**src/rtl/cache_mem_arbiter.sv**
```systemverilog
// rtl/cache_mem_arbiter.sv - shares one memory port between I/D cache block fills and D-cache write-throughs
module cache_mem_arbiter #(
    parameter int ADDR_W  = 16,
    parameter int DATA_W  = 16,
    parameter int BEATS   = 8,
    parameter int TIMEOUT = 64
) (
    input  logic              clk,
    input  logic              rst,
    input  logic              i_req,
    input  logic [ADDR_W-1:0] i_addr,
    input  logic              d_req,
    input  logic [ADDR_W-1:0] d_addr,
    input  logic              d_wr_req,
    input  logic [ADDR_W-1:0] d_wr_addr,
    input  logic [DATA_W-1:0] d_wr_data,
    input  logic              mem_data_valid,
    output logic [ADDR_W-1:0] mem_addr,
    output logic [DATA_W-1:0] mem_wdata,
    output logic              mem_enable,
    output logic              mem_wr,
    output logic              i_grant,
    output logic              d_grant,
    output logic              i_data_valid,
    output logic              d_data_valid,
    output logic              d_wr_ack,
    output logic              err
);

    localparam int BW = $clog2(BEATS) + 1;
    localparam int TW = $clog2(TIMEOUT + 1);
    localparam logic [BW-1:0] BEAT_LAST  = BW'(BEATS - 1);
    localparam logic [TW-1:0] TIMER_LAST = TW'(TIMEOUT - 1);

    typedef enum logic [1:0] {
        IDLE   = 2'd0,
        FILL_I = 2'd1,
        FILL_D = 2'd2,
        WRITE  = 2'd3
    } state_t;

    state_t        state;
    state_t        state_nxt;
    logic [BW-1:0] beat;
    logic [TW-1:0] timer;
    logic          rr_last;     // 0 = I-cache finished the last fill, 1 = D-cache
    logic          err_q;

    logic filling;
    logic fill_done;
    logic fill_timeout;

    assign filling      = (state == FILL_I) || (state == FILL_D);
    assign fill_done    = filling && mem_data_valid && (beat == BEAT_LAST);
    assign fill_timeout = filling && !mem_data_valid && (timer == TIMER_LAST);

    always_ff @(posedge clk or negedge rst) begin
        if (!rst) begin
            state <= IDLE;
        end else begin
            state <= state_nxt;
        end
    end

    // Timer counts silent cycles since the last beat; abort fires as it would reach TIMEOUT.
    always_ff @(posedge clk or negedge rst) begin
        if (!rst) begin
            beat    <= '0;
            timer   <= '0;
            rr_last <= 1'b0;
            err_q   <= 1'b0;
        end else begin
            if (!filling || fill_done || fill_timeout) begin
                beat  <= '0;
                timer <= '0;
            end else if (mem_data_valid) begin
                beat  <= beat + 1'b1;
                timer <= '0;
            end else begin
                timer <= timer + 1'b1;
            end
            if (fill_done) begin
                rr_last <= (state == FILL_D);
            end
            if (fill_timeout || (mem_data_valid && !filling)) begin
                err_q <= 1'b1;
            end
        end
    end

    always_comb begin
        state_nxt = state;
        case (state)
            IDLE: begin
                if (d_wr_req) begin
                    state_nxt = WRITE;
                end else if (i_req && d_req) begin
                    state_nxt = rr_last ? FILL_I : FILL_D;
                end else if (i_req) begin
                    state_nxt = FILL_I;
                end else if (d_req) begin
                    state_nxt = FILL_D;
                end
            end
            FILL_I, FILL_D: begin
                if (fill_done || fill_timeout) begin
                    state_nxt = IDLE;
                end
            end
            WRITE:   state_nxt = IDLE;
            default: state_nxt = IDLE;
        endcase
    end

    always_comb begin
        mem_addr     = '0;
        mem_wdata    = '0;
        mem_enable   = 1'b0;
        mem_wr       = 1'b0;
        i_grant      = 1'b0;
        d_grant      = 1'b0;
        i_data_valid = 1'b0;
        d_data_valid = 1'b0;
        d_wr_ack     = 1'b0;
        err          = err_q;
        case (state)
            FILL_I: begin
                mem_enable   = 1'b1;
                mem_addr     = i_addr;
                i_grant      = 1'b1;
                i_data_valid = mem_data_valid;
            end
            FILL_D: begin
                mem_enable   = 1'b1;
                mem_addr     = d_addr;
                d_grant      = 1'b1;
                d_data_valid = mem_data_valid;
            end
            WRITE: begin
                mem_enable = 1'b1;
                mem_wr     = 1'b1;
                mem_addr   = d_wr_addr;
                mem_wdata  = d_wr_data;
                d_wr_ack   = 1'b1;
            end
            default: begin
                mem_enable = 1'b0;
            end
        endcase
    end

endmodule

```
**config.mk**
```make
export PLATFORM = sky130hd
export DESIGN_NAME = cache_mem_arbiter
export DESIGN_NICKNAME = d
export VERILOG_FILES = /design/src/rtl/cache_mem_arbiter.sv
export SDC_FILE = /design/constraint.sdc
export NUM_CORES = 1
export LEC_CHECK = 0
export ABC_AREA = 1
export CAP_MARGIN = 5
export CELL_PAD_IN_SITES_DETAIL_PLACEMENT = 1
export CELL_PAD_IN_SITES_GLOBAL_PLACEMENT = 1
export CORE_ASPECT_RATIO = 1.4
export CORE_MARGIN = 1
export CORE_UTILIZATION = 21
export CTS_CLUSTER_DIAMETER = 60
export DETAILED_ROUTE_END_ITERATION = 6
export PLACE_DENSITY_LB_ADDON = 0.1
export RECOVER_POWER = 50
export SYNTH_ARGS = -nofsm -noshare
export SYNTH_HDL_FRONTEND = slang
export SYNTH_SLANG_ARGS = --single-unit
```
**constraint.sdc**
```tcl
create_clock -name clk -period 1.96 [get_ports clk]
set_clock_uncertainty 0.15 [all_clocks]
set_input_delay 0.392 -clock clk [delete_from_list [all_inputs] [get_ports clk]]
set_output_delay 0.392 -clock clk [all_outputs]
set_load 0.005 [all_outputs]
```
==> impl_metrics.py, run 1 <==
metrics = {
    "drt": {
        "via_count": 1951,
        "drt-pass1-iter-count": 6,
        "route.detailed.drc": 20,
        "wire_per_inst_microns": 14.8,
        "wirelength_microns": 6610,
        "drt-initial-drc-count": 68,
        "ant_nets": 0,
        "viasPerCell": 4.36,
    },
    "sta": {
        "tightestPinTransition_ns": 0.865,
        "setup_ws_ns": -0.284,
        "rsz0062_at_grt": "yes",
        "hold_violations": 0,
        "slew_headroom": 0.423,
        "finalSetupViolations": 35,
        "max_freq_ghz": 0.446,
        "slew_violations": 0,
        "finalSetupTns_ns": -6.22,
        "layout_min_cycle_time_ns": 2.24,
        "min_period_over_period": 1.14,
    },
    "power_and_ir_drop": {
        "irDropWorstVdd_uv": 482,
        "internal-power_w": 0.00190,
        "seq_power_share": 0.128,
        "p_sw_w": 0.00137,
        "comb_power_share": 0.793,
        "clkPwrFrac": 0.079,
        "p_leak_nw": 1.75,
        "power_density_nw_per_um2": 1060,
        "p_sw_frac": 0.418,
    },
    "global_route": {
        "grt_max_degree": 16,
        "grt_pass1_wl_microns": 10300,
        "first_global_vias": 2060,
        "antenna_found_initial": 0,
        "grt_util_all_layers": 0.187,
        "grt-ovfl-total": 0,
    },
    "critical_path": {
        "crit_path_max_fanout": 9,
        "crit_path_end_kind": "output port",
        "cp.required_ns": 1.42,
        "cp-start-kind": "register",
        "critPathKind": "reg2out",
        "worst_ep_arrival_time_ns": 1.70,
    },
    "yosys": {
        "synth.yosys.seq_area_share": 0.269,
        "avgSynthCellArea_sq_um": 5.95,
        "syn-num-nets": 312,
        "synth_seq_cells": 15,
        "syn-cell-area_sq_um": 1400,
        "synth_cells": 235,
        "synth_warnings": 0,
        "synthDistinctLibCells": 22,
    },
    "clocking": {
        "cts_max_level": 1,
        "insertion_delay_ns": 0.26,
        "cts-root-buf": "clkbuf_8",
        "cts.sinks": 15,
        "clk_pin_slew_worst_paths_ns": 0.06,
        "cts-buffers-inserted": 3,
        "cts_tree": "built",
        "clk_path_buf_depth": 2,
    },
    "die": {
        "initial_core_util": 0.220,
        "die_h_microns": 98.5,
        "pin_count": 110,
        "row_count": 34,
        "core-area_sq_um": 6340,
        "dieArea_sq_um": 6990,
        "die_w_microns": 70.9,
    },
    "final_layout": {
        "multi_input_area_sq_um": 1030,
        "area_growth_pct": 121,
        "fillCellCount": 830,
        "final_common_cell": "nand2_1",
        "drive_above_1_share": 0.360,
        "final_core_util": 0.486,
        "n_antenna_cell": 0,
        "nNetsFinal": 453,
        "fin_cells": 447,
        "final_cell_mix": "nand2_1 (70), clkdlybuf4s50_1 (68), inv_1 (41), nand2_2 (25), buf_4 (22)",
        "register_area_sq_um": 377,
    },
    "place": {
        "gp_congestion": 0.695,
        "dpl.hpwl_microns": 4500,
        "port_buffers": 109,
        "dpl.cell_count": 420,
    },
    "status": {
        "violations": "DRC, setup timing",
        "status": "complete, but fails checks",
    },
    "min_path": {
        "hp-class": "reg2reg",
    },
    "run": {
        "cap_violations": 0,
    },
}
power by group through the flow:
stage	clock network, W	registers [W]	logic (W)
floorplan	0	0.000403	0.000830
global placement	0	0.000411	0.00189
detailed placement	0	0.000417	0.00190
CTS	0.000264	0.000412	0.00238
global route	0.000281	0.000428	0.00283
finish	0.000260	0.000417	0.00259
timing repair:
item | 4_1_cts | 5_1_grt
pin swaps | 9 | 12
setup buffers | 14 | 8
setup endpoints to repair | 39 | 50
hold buffers | 0 | 0
resized for setup | 158 | 47
cloned | 3 | 1
path summary, 6_finish.rpt:
check / from / to / slack [ns] / cells past startpoint
max in group asynchronous: rst / state[1]$_DFFE_PN0P_ / 0.46 / 2
hold / removal: timer[0]$_DFF_PN0_ / timer[0]$_DFF_PN0_ / 0.32 / 1
min in group asynchronous: rst / timer[5]$_DFF_PN0_ / 0.61 / 2
setup / recovery: state[0]$_DFFE_PN0P_ / mem_addr[4] / -0.28 / 9
setup reg to reg: state[0]$_DFFE_PN0P_ / beat[1]$_DFFE_PN0P_ / 0.15 / 10
hold reg to reg: timer[0]$_DFF_PN0_ / timer[0]$_DFF_PN0_ / 0.32 / 1
metrics by stage:
| step | hold slack [ns] | area [sq um] | setup slack (ns) | power, W |
|---|---|---|---|---|
| floorplan | -0.0536 | 1400 | 0.166 | 0.00123 |
| global placement | 0.307 | 2700 | -0.172 | 0.00230 |
| detailed placement | 0.303 | 2700 | -0.229 | 0.00232 |
| CTS | 0.303 | 3010 | -0.267 | 0.00305 |
| global route | 0.349 | 3080 | -0.363 | 0.00354 |
| finish | 0.320 | 3080 | -0.284 | 0.00327 |
kinds of logic after synthesis:
family                     Yosys count  synth area share
DFF                                 15             0.269
buffers and inverters               56             0.163
adders and majority gates            7            0.0627
and+or+nand+nor                    145             0.447
xor gates and xnor gates             5            0.0313
AOI/OAI and AO/OA                    7            0.0278
layout make-up:
class / instances / area share
clock inverters: 1 / 0.00162
repair buffers: 146 / 0.438
multi-input cells: 164 / 0.334
well taps: 72 / 0.0292
inverters: 46 / 0.0609
clock buffers: 3 / 0.0134
flip-flops and latches: 15 / 0.122
worst max-delay path: stages, from the launching register on:
cell	delay [ns]
dfrtp_1	0.40
buf_6	0.14
buf_6	0.11
ha_4	0.18
buf_16	0.15
nand2_2	0.06
nand3_2	0.05
nand2_1	0.06
inv_1	0.04
dlygate4sd2_1	0.25
layer usage:
layer / up-vias / GRT usage / part of all wire
li1: 970 / - / -
met1: 916 / 0.225 / 0.40
met2: 58 / 0.352 / 0.55
met3: 7 / 0.0133 / 0.039
met4: 0 / 0.0523 / 0.014
met5: - / 0 / 0
synthesized netlist by cell type, drive strengths merged:
library cell,count,area [sq um]
a21o,1,8.76
a21oi,4,20.0
buf,7,43.8
clkbuf,3,11.3
clkinv,1,3.75
dfrtp,15,375
ha,7,87.6
inv,45,169
nand2,102,395
nand3,27,150
nor2,15,73.8
nor3,1,5.00
o21ai,2,10.0
xnor2,1,8.76
xor2,4,35.0
flip-flops by register name, indices dropped and copies added, names as in the netlist:
signal	cells
state	2
rr_last	1
timer	7
beat	4
err	1
(Power assumes the default switching activity.)
==> run 2: changes to the inputs <==
--- a/config.mk
+++ b/config.mk
@@ -16,6 +16,7 @@
 export DETAILED_ROUTE_END_ITERATION = 6
 export PLACE_DENSITY_LB_ADDON = 0.1
 export RECOVER_POWER = 50
+export SETUP_SLACK_MARGIN = 0.1
 export SYNTH_ARGS = -nofsm -noshare
 export SYNTH_HDL_FRONTEND = slang
 export SYNTH_SLANG_ARGS = --single-unit
==> run 2 against run 1 <==
Net effect: the flow still finishes with violations (DRC, setup timing); die area unchanged; clock power rose by 3%; hold slack worse by 0.0028 ns; utilization is 5.4 points higher; total power is 16% higher; clock-buffer cell count stayed put; sequential share of layout area is 1.2 points lower; global-route usage increased by 0.91 points; first-iteration DRC count decreased by 13%; setup slack worse by 0.040 ns; critical path type unchanged.
==> impl_metrics.py, run 2 (same netlist as run 1, synthesis figures left out) <==
metrics = {
    "status": {
        "status": "complete, but fails checks",
        "violations": "DRC, setup timing",
    },
    "sta": {
        "min_period_over_period": 1.17,
        "rsz0062_at_grt": "yes",
        "slew_violations": 0,
        "finalSetupTns_ns": -9.14,
        "finalSetupViolations": 39,
        "setup_ws_ns": -0.324,
        "tightestPinTransition_ns": 0.912,
        "max_freq_ghz": 0.438,
        "slew_headroom": 0.392,
        "holdWs_ns": 0.318,
        "layout_min_cycle_time_ns": 2.28,
        "hold_violations": 0,
    },
    "place": {
        "pre_cts_ws_ns": -0.229,
        "port_buffers": 109,
        "gp_congestion": 0.695,
        "dpl.hpwl_microns": 4500,
    },
    "die": {
        "die_w_microns": 70.9,
        "die_h_microns": 98.5,
        "dieArea_sq_um": 6990,
        "pin_count": 110,
        "core-area_sq_um": 6340,
        "row_count": 34,
        "initial_core_util": 0.220,
    },
    "critical_path": {
        "r2r_start": "state[0]$_DFFE_PN0P_",
        "crit_path_max_fanout": 5,
        "reg2reg_slack_ns": -0.01,
        "worst_ep_arrival_time_ns": 1.74,
        "cp.required_ns": 1.42,
        "rr_endpoint": "state[0]$_DFFE_PN0P_",
        "critPathKind": "reg2out",
        "cp-start-kind": "register",
        "crit_path_end_kind": "output port",
        "rr_worst_depth": 12,
    },
    "final_layout": {
        "final_core_util": 0.540,
        "drive_above_1_share": 0.438,
        "final_common_cell": "clkdlybuf4s50_1",
        "n_antenna_cell": 0,
        "nNetsFinal": 459,
        "area_growth_pct": 145,
        "final_cell_mix": "clkdlybuf4s50_1 (69), nand2_1 (61), inv_1 (31), nand2_2 (26), buf_6 (22)",
        "fillCellCount": 795,
        "regMostFlops": "timer",
        "largest_reg_flops": 7,
        "reg.largest.list": "timer x7, beat x4, state x2",
    },
    "clocking": {
        "insertion_delay_ns": 0.26,
        "hold_buffers": 0,
        "clk_pin_slew_worst_paths_ns": 0.07,
        "cts_max_level": 1,
        "cts-buffers-inserted": 3,
        "cts-root-buf": "clkbuf_8",
        "cts_tree": "built",
        "clk_path_buf_depth": 2,
        "cts.sinks": 15,
    },
    "global_route": {
        "grt_max_degree": 16,
        "first_global_vias": 2103,
        "grt-ovfl-total": 0,
        "antenna_found_initial": 0,
        "grt_pass1_wl_microns": 10700,
        "grt_util_all_layers": 0.196,
    },
    "power_and_ir_drop": {
        "irDropWorstVdd_uv": 687,
        "finalPower_w": 0.00380,
        "power_density_nw_per_um2": 1110,
        "p_leak_nw": 1.88,
    },
    "drt": {
        "ant_nets": 0,
        "wirelength_microns": 7060,
        "via_count": 2015,
        "wire_per_inst_microns": 15.6,
        "route.detailed.drc": 20,
        "drt-pass1-iter-count": 6,
        "drt-initial-drc-count": 59,
        "viasPerCell": 4.45,
    },
    "min_path": {
        "min-delay-start": "timer[0]$_DFF_PN0_",
        "hp-class": "reg2reg",
        "holdPathEnd": "timer[0]$_DFF_PN0_",
        "worst_hold_path.num_cells": 1,
    },
    "run": {
        "cap_violations": 0,
    },
}
==> run 2: changes by cell type in the layout (fill, tap and decap cells not counted), sizes merged <==
| cell | before | now |
|---|---|---|
| clkdlybuf4s50 | 68 | 69 |
| dlygate4sd3 | 2 | 1 |
| clkbuf | 19 | 17 |
| buf | 54 | 62 |
==> run 2: where the power goes <==
group | total, W | leakage (nW) | switching (W) | internal, W
Sequential | 0.000419 | 0.193 | 0.0000539 | 0.000365
Combinational | 0.00311 | 1.66 | 0.00137 | 0.00174
Clock | 0.000268 | 0.0255 | 0.000126 | 0.000142
==> run 2: through the flow <==
| stage | cell area, sq um | instances |
|---|---|---|
| floorplan | 1400 | 235 |
| global placement | 2700 | 420 |
| detailed placement | 2700 | 420 |
| CTS | 3110 | 446 |
| global route | 3420 | 453 |
| finish | 3420 | 453 |
==> run 2: layout make-up <==
type                    instances  area [sq um]  share of cell area
multi-input cells             164          1130               0.329
well taps                      72          90.1              0.0263
clock buffers                   3          41.3              0.0121
clock inverters                 1          5.00             0.00146
inverters                      46           188              0.0548
repair buffers                152          1590               0.466
flip-flops and latches         15           377               0.110
==> run 2: what timing repair did <==
item                       CTS  global route
gates cloned                 5             1
setup buffers               17             6
setup endpoints to repair   41            53
gates resized for setup    171            92
pin swaps                   10            16
==> run 2: routing by layer <==
metal / global-route usage / routed length [microns] / up-vias
met5: 0 / 0 / -
met1: 0.220 / 2690 / 960
met3: 0.0184 / 321 / 8
met4: 0.0523 / 106 / 0
met2: 0.385 / 3950 / 60
li1: - / - / 987
==> run 2: critical path, cell delays in order, from the launching register on <==
cell and delay [ns]:
dfrtp_1 0.42, buf_6 0.15, buf_6 0.11, ha_4 0.18, buf_12 0.14, buf_6 0.12
nand2_2 0.05, nand3_1 0.08, nand2_1 0.07, inv_1 0.04, buf_2 0.12
==> run 2: worst max path at each step <==
stage / from / to / slack, ns / depth (start not counted)
CTS: state[0]$_DFFE_PN0P_ / mem_addr[5] / -0.26 / 9
floorplan: state[0]$_DFFE_PN0P_ / mem_addr[1] / 0.17 / 8
detailed placement: state[0]$_DFFE_PN0P_ / mem_addr[7] / -0.23 / 8
global placement: mem_data_valid / i_data_valid / -0.17 / 4
global route: state[0]$_DFFE_PN0P_ / mem_addr[4] / -0.37 / 9
finish: state[0]$_DFFE_PN0P_ / mem_addr[7] / -0.32 / 10
==> run 3: changes to the inputs <==
--- a/config.mk
+++ b/config.mk
@@ -12,6 +12,7 @@
 export CORE_ASPECT_RATIO = 1.4
 export CORE_MARGIN = 1
 export CORE_UTILIZATION = 21
+export CTS_BUF_LIST = sky130_fd_sc_hd__clkbuf_4 sky130_fd_sc_hd__clkbuf_8
 export CTS_CLUSTER_DIAMETER = 60
 export DETAILED_ROUTE_END_ITERATION = 6
 export PLACE_DENSITY_LB_ADDON = 0.1
@@ -20,3 +21,4 @@
 export SYNTH_ARGS = -nofsm -noshare
 export SYNTH_HDL_FRONTEND = slang
 export SYNTH_SLANG_ARGS = --single-unit
+export TNS_END_PERCENT = 5
==> run 3 against run 2 <==
Net effect: the flow still finishes with violations (DRC, setup timing); final cell count fell by 2.0%; sequential power barely moved; combinational power decreased by 17%; non-clock buffer count fell by 9; total power shrank 14%; first-iteration DRC count rose by 6.8%; setup slack better by 0.022 ns; clock power shrank 3%; sequential cell count unchanged; critical endpoint is now mem_addr[1]; largest cell class unchanged; largest power group unchanged.
==> impl_metrics.py, run 3 (same netlist as run 1, synthesis figures left out) <==
metrics = {
    "status": {
        "status": "complete, but fails checks",
        "violations": "DRC, setup timing",
    },
    "critical_path": {
        "crit_path_max_fanout": 5,
        "crit_path_end_kind": "output port",
        "cp-start-kind": "register",
        "reg2reg_slack_ns": 0.06,
        "rr_worst_depth": 12,
        "r2r_start": "state[0]$_DFFE_PN0P_",
        "critPathSlowestCell": "dfrtp_1",
        "worst_ep_arrival_time_ns": 1.72,
        "crit_top_cell": "buf_6",
        "critPathKind": "reg2out",
        "max_stage_delay_ns": 0.40,
        "rr_endpoint": "state[1]$_DFFE_PN0P_",
        "crit_chain": "buf_6 > buf_6 > ha_4 > buf_12 > buf_8 > nand2_2 > nand3_2 > nand2_1 > inv_1 > buf_2",
        "cp.required_ns": 1.42,
    },
    "final_layout": {
        "regMostFlops": "timer",
        "largest_reg_flops": 7,
        "n_antenna_cell": 0,
        "final_core_util": 0.490,
        "final_cell_mix": "nand2_1 (70), clkdlybuf4s50_1 (69), inv_1 (39), nand2_2 (28), clkbuf_2 (19)",
        "area_growth_pct": 122,
        "nNetsFinal": 450,
        "final_common_cell": "nand2_1",
        "fillCellCount": 818,
        "reg.largest.list": "timer x7, beat x4, state x2",
        "drive_above_1_share": 0.368,
    },
    "drt": {
        "wl_met3_microns": 258,
        "ant_nets": 0,
        "wl_met1_microns": 2640,
        "wire_per_inst_microns": 14.7,
        "via_count": 1930,
        "dr_wl_met2_microns": 3580,
        "drt-initial-drc-count": 63,
        "wirelength_microns": 6540,
        "highest_layer": "met4",
        "drt-pass1-iter-count": 6,
        "route.detailed.drc": 20,
        "viasPerCell": 4.35,
    },
    "global_route": {
        "grt_util_all_layers": 0.187,
        "grt_max_degree": 16,
        "grt_pass1_wl_microns": 10300,
        "antenna_found_initial": 0,
        "first_global_vias": 2038,
        "grt-ovfl-total": 0,
    },
    "sta": {
        "tightestPinTransition_ns": 0.862,
        "slew_violations": 0,
        "slew_headroom": 0.425,
        "min_period_over_period": 1.15,
        "holdWs_ns": 0.321,
        "hold_violations": 0,
        "layout_min_cycle_time_ns": 2.26,
        "setup_ws_ns": -0.303,
        "rsz0062_at_grt": "yes",
        "finalSetupViolations": 36,
        "max_freq_ghz": 0.442,
        "finalSetupTns_ns": -6.56,
    },
    "power_and_ir_drop": {
        "finalPower_w": 0.00327,
        "p_sw_w": 0.00136,
        "clkPwrFrac": 0.080,
        "irDropWorstVdd_uv": 498,
        "internal-power_w": 0.00191,
        "comb_power_share": 0.792,
        "seq_power_share": 0.128,
        "p_sw_frac": 0.415,
        "power_density_nw_per_um2": 1050,
        "p_leak_nw": 1.74,
    },
    "die": {
        "pin_count": 110,
        "die_h_microns": 98.5,
        "core-area_sq_um": 6340,
        "initial_core_util": 0.220,
        "die_w_microns": 70.9,
        "row_count": 34,
        "dieArea_sq_um": 6990,
    },
    "clocking": {
        "clk_pin_slew_worst_paths_ns": 0.06,
        "cts.sinks": 15,
        "cts_tree": "built",
        "cts-buffers-inserted": 3,
        "clk_path_buf_depth": 2,
        "cts-root-buf": "clkbuf_8",
        "insertion_delay_ns": 0.26,
        "cts_max_level": 1,
        "hold_buffers": 0,
    },
    "run": {
        "cap_violations": 0,
    },
    "place": {
        "dpl.hpwl_microns": 4500,
        "pre_cts_ws_ns": -0.229,
        "gp_congestion": 0.695,
        "port_buffers": 109,
    },
    "min_path": {
        "min-delay-start": "timer[0]$_DFF_PN0_",
        "worst_hold_path.num_cells": 1,
        "hp-class": "reg2reg",
        "holdPathEnd": "timer[0]$_DFF_PN0_",
    },
}
## run 3: stage by stage
step | instances | cell area, sq um
floorplan | 235 | 1400
global placement | 420 | 2700
detailed placement | 420 | 2700
CTS | 441 | 3010
global route | 444 | 3100
finish | 444 | 3100
## run 3: timing repair
| action | in CTS | in global routing |
|---|---|---|
| endpoints found under the setup margin | 41 | 52 |
| gates resized for setup | 137 | 66 |
| gates cloned | 3 | 1 |
| buffers inserted | 14 | 2 |
| pin swaps | 16 | 14 |
## run 3: critical path, delay by kind of cell, from the launching register on
kind                     cells  cell delay (ns)
adder cells (fa/ha/maj)      1             0.19
buffers and inverters        6             0.69
flip-flops                   1             0.40
AND/OR/NAND/NOR              3             0.18
## run 3: power groups by stage
| stage | logic [W] | registers (W) | clock network (W) |
|---|---|---|---|
| after global placement | 0.00189 | 0.000411 | 0 |
| final | 0.00259 | 0.000418 | 0.000260 |
| after global routing | 0.00283 | 0.000429 | 0.000280 |
| after floorplan | 0.000830 | 0.000403 | 0 |
| after detailed placement | 0.00190 | 0.000417 | 0 |
| after CTS | 0.00241 | 0.000414 | 0.000264 |
## run 3: metal layers
metal | vias up | track usage
met5 | - | 0
met4 | 0 | 0.0462
met3 | 5 | 0.0143
met2 | 56 | 0.357
met1 | 902 | 0.223
li1 | 967 | -
## run 3: worst max-delay path by stage
stage / startpoint / endpoint / slack (ns) / cells past startpoint
global route: state[0]$_DFFE_PN0P_ / mem_addr[4] / -0.39 / 9
CTS: state[0]$_DFFE_PN0P_ / mem_addr[14] / -0.26 / 9
finish: state[0]$_DFFE_PN0P_ / mem_addr[1] / -0.30 / 10
global placement: mem_data_valid / i_data_valid / -0.17 / 4
detailed placement: state[0]$_DFFE_PN0P_ / mem_addr[7] / -0.23 / 8
floorplan: state[0]$_DFFE_PN0P_ / mem_addr[1] / 0.17 / 8
## run 3: cell type report
| cell class | instances | area (sq um) | area share |
|---|---|---|---|
| Multi-Input combinational cell | 164 | 1040 | 0.335 |
| Inverter | 46 | 185 | 0.0597 |
| Clock buffer | 3 | 41.3 | 0.0133 |
| Timing Repair Buffer | 143 | 1370 | 0.441 |
| Tap cell | 72 | 90.1 | 0.0290 |
| Clock inverter | 1 | 5.00 | 0.00161 |
| Sequential cell | 15 | 377 | 0.121 |
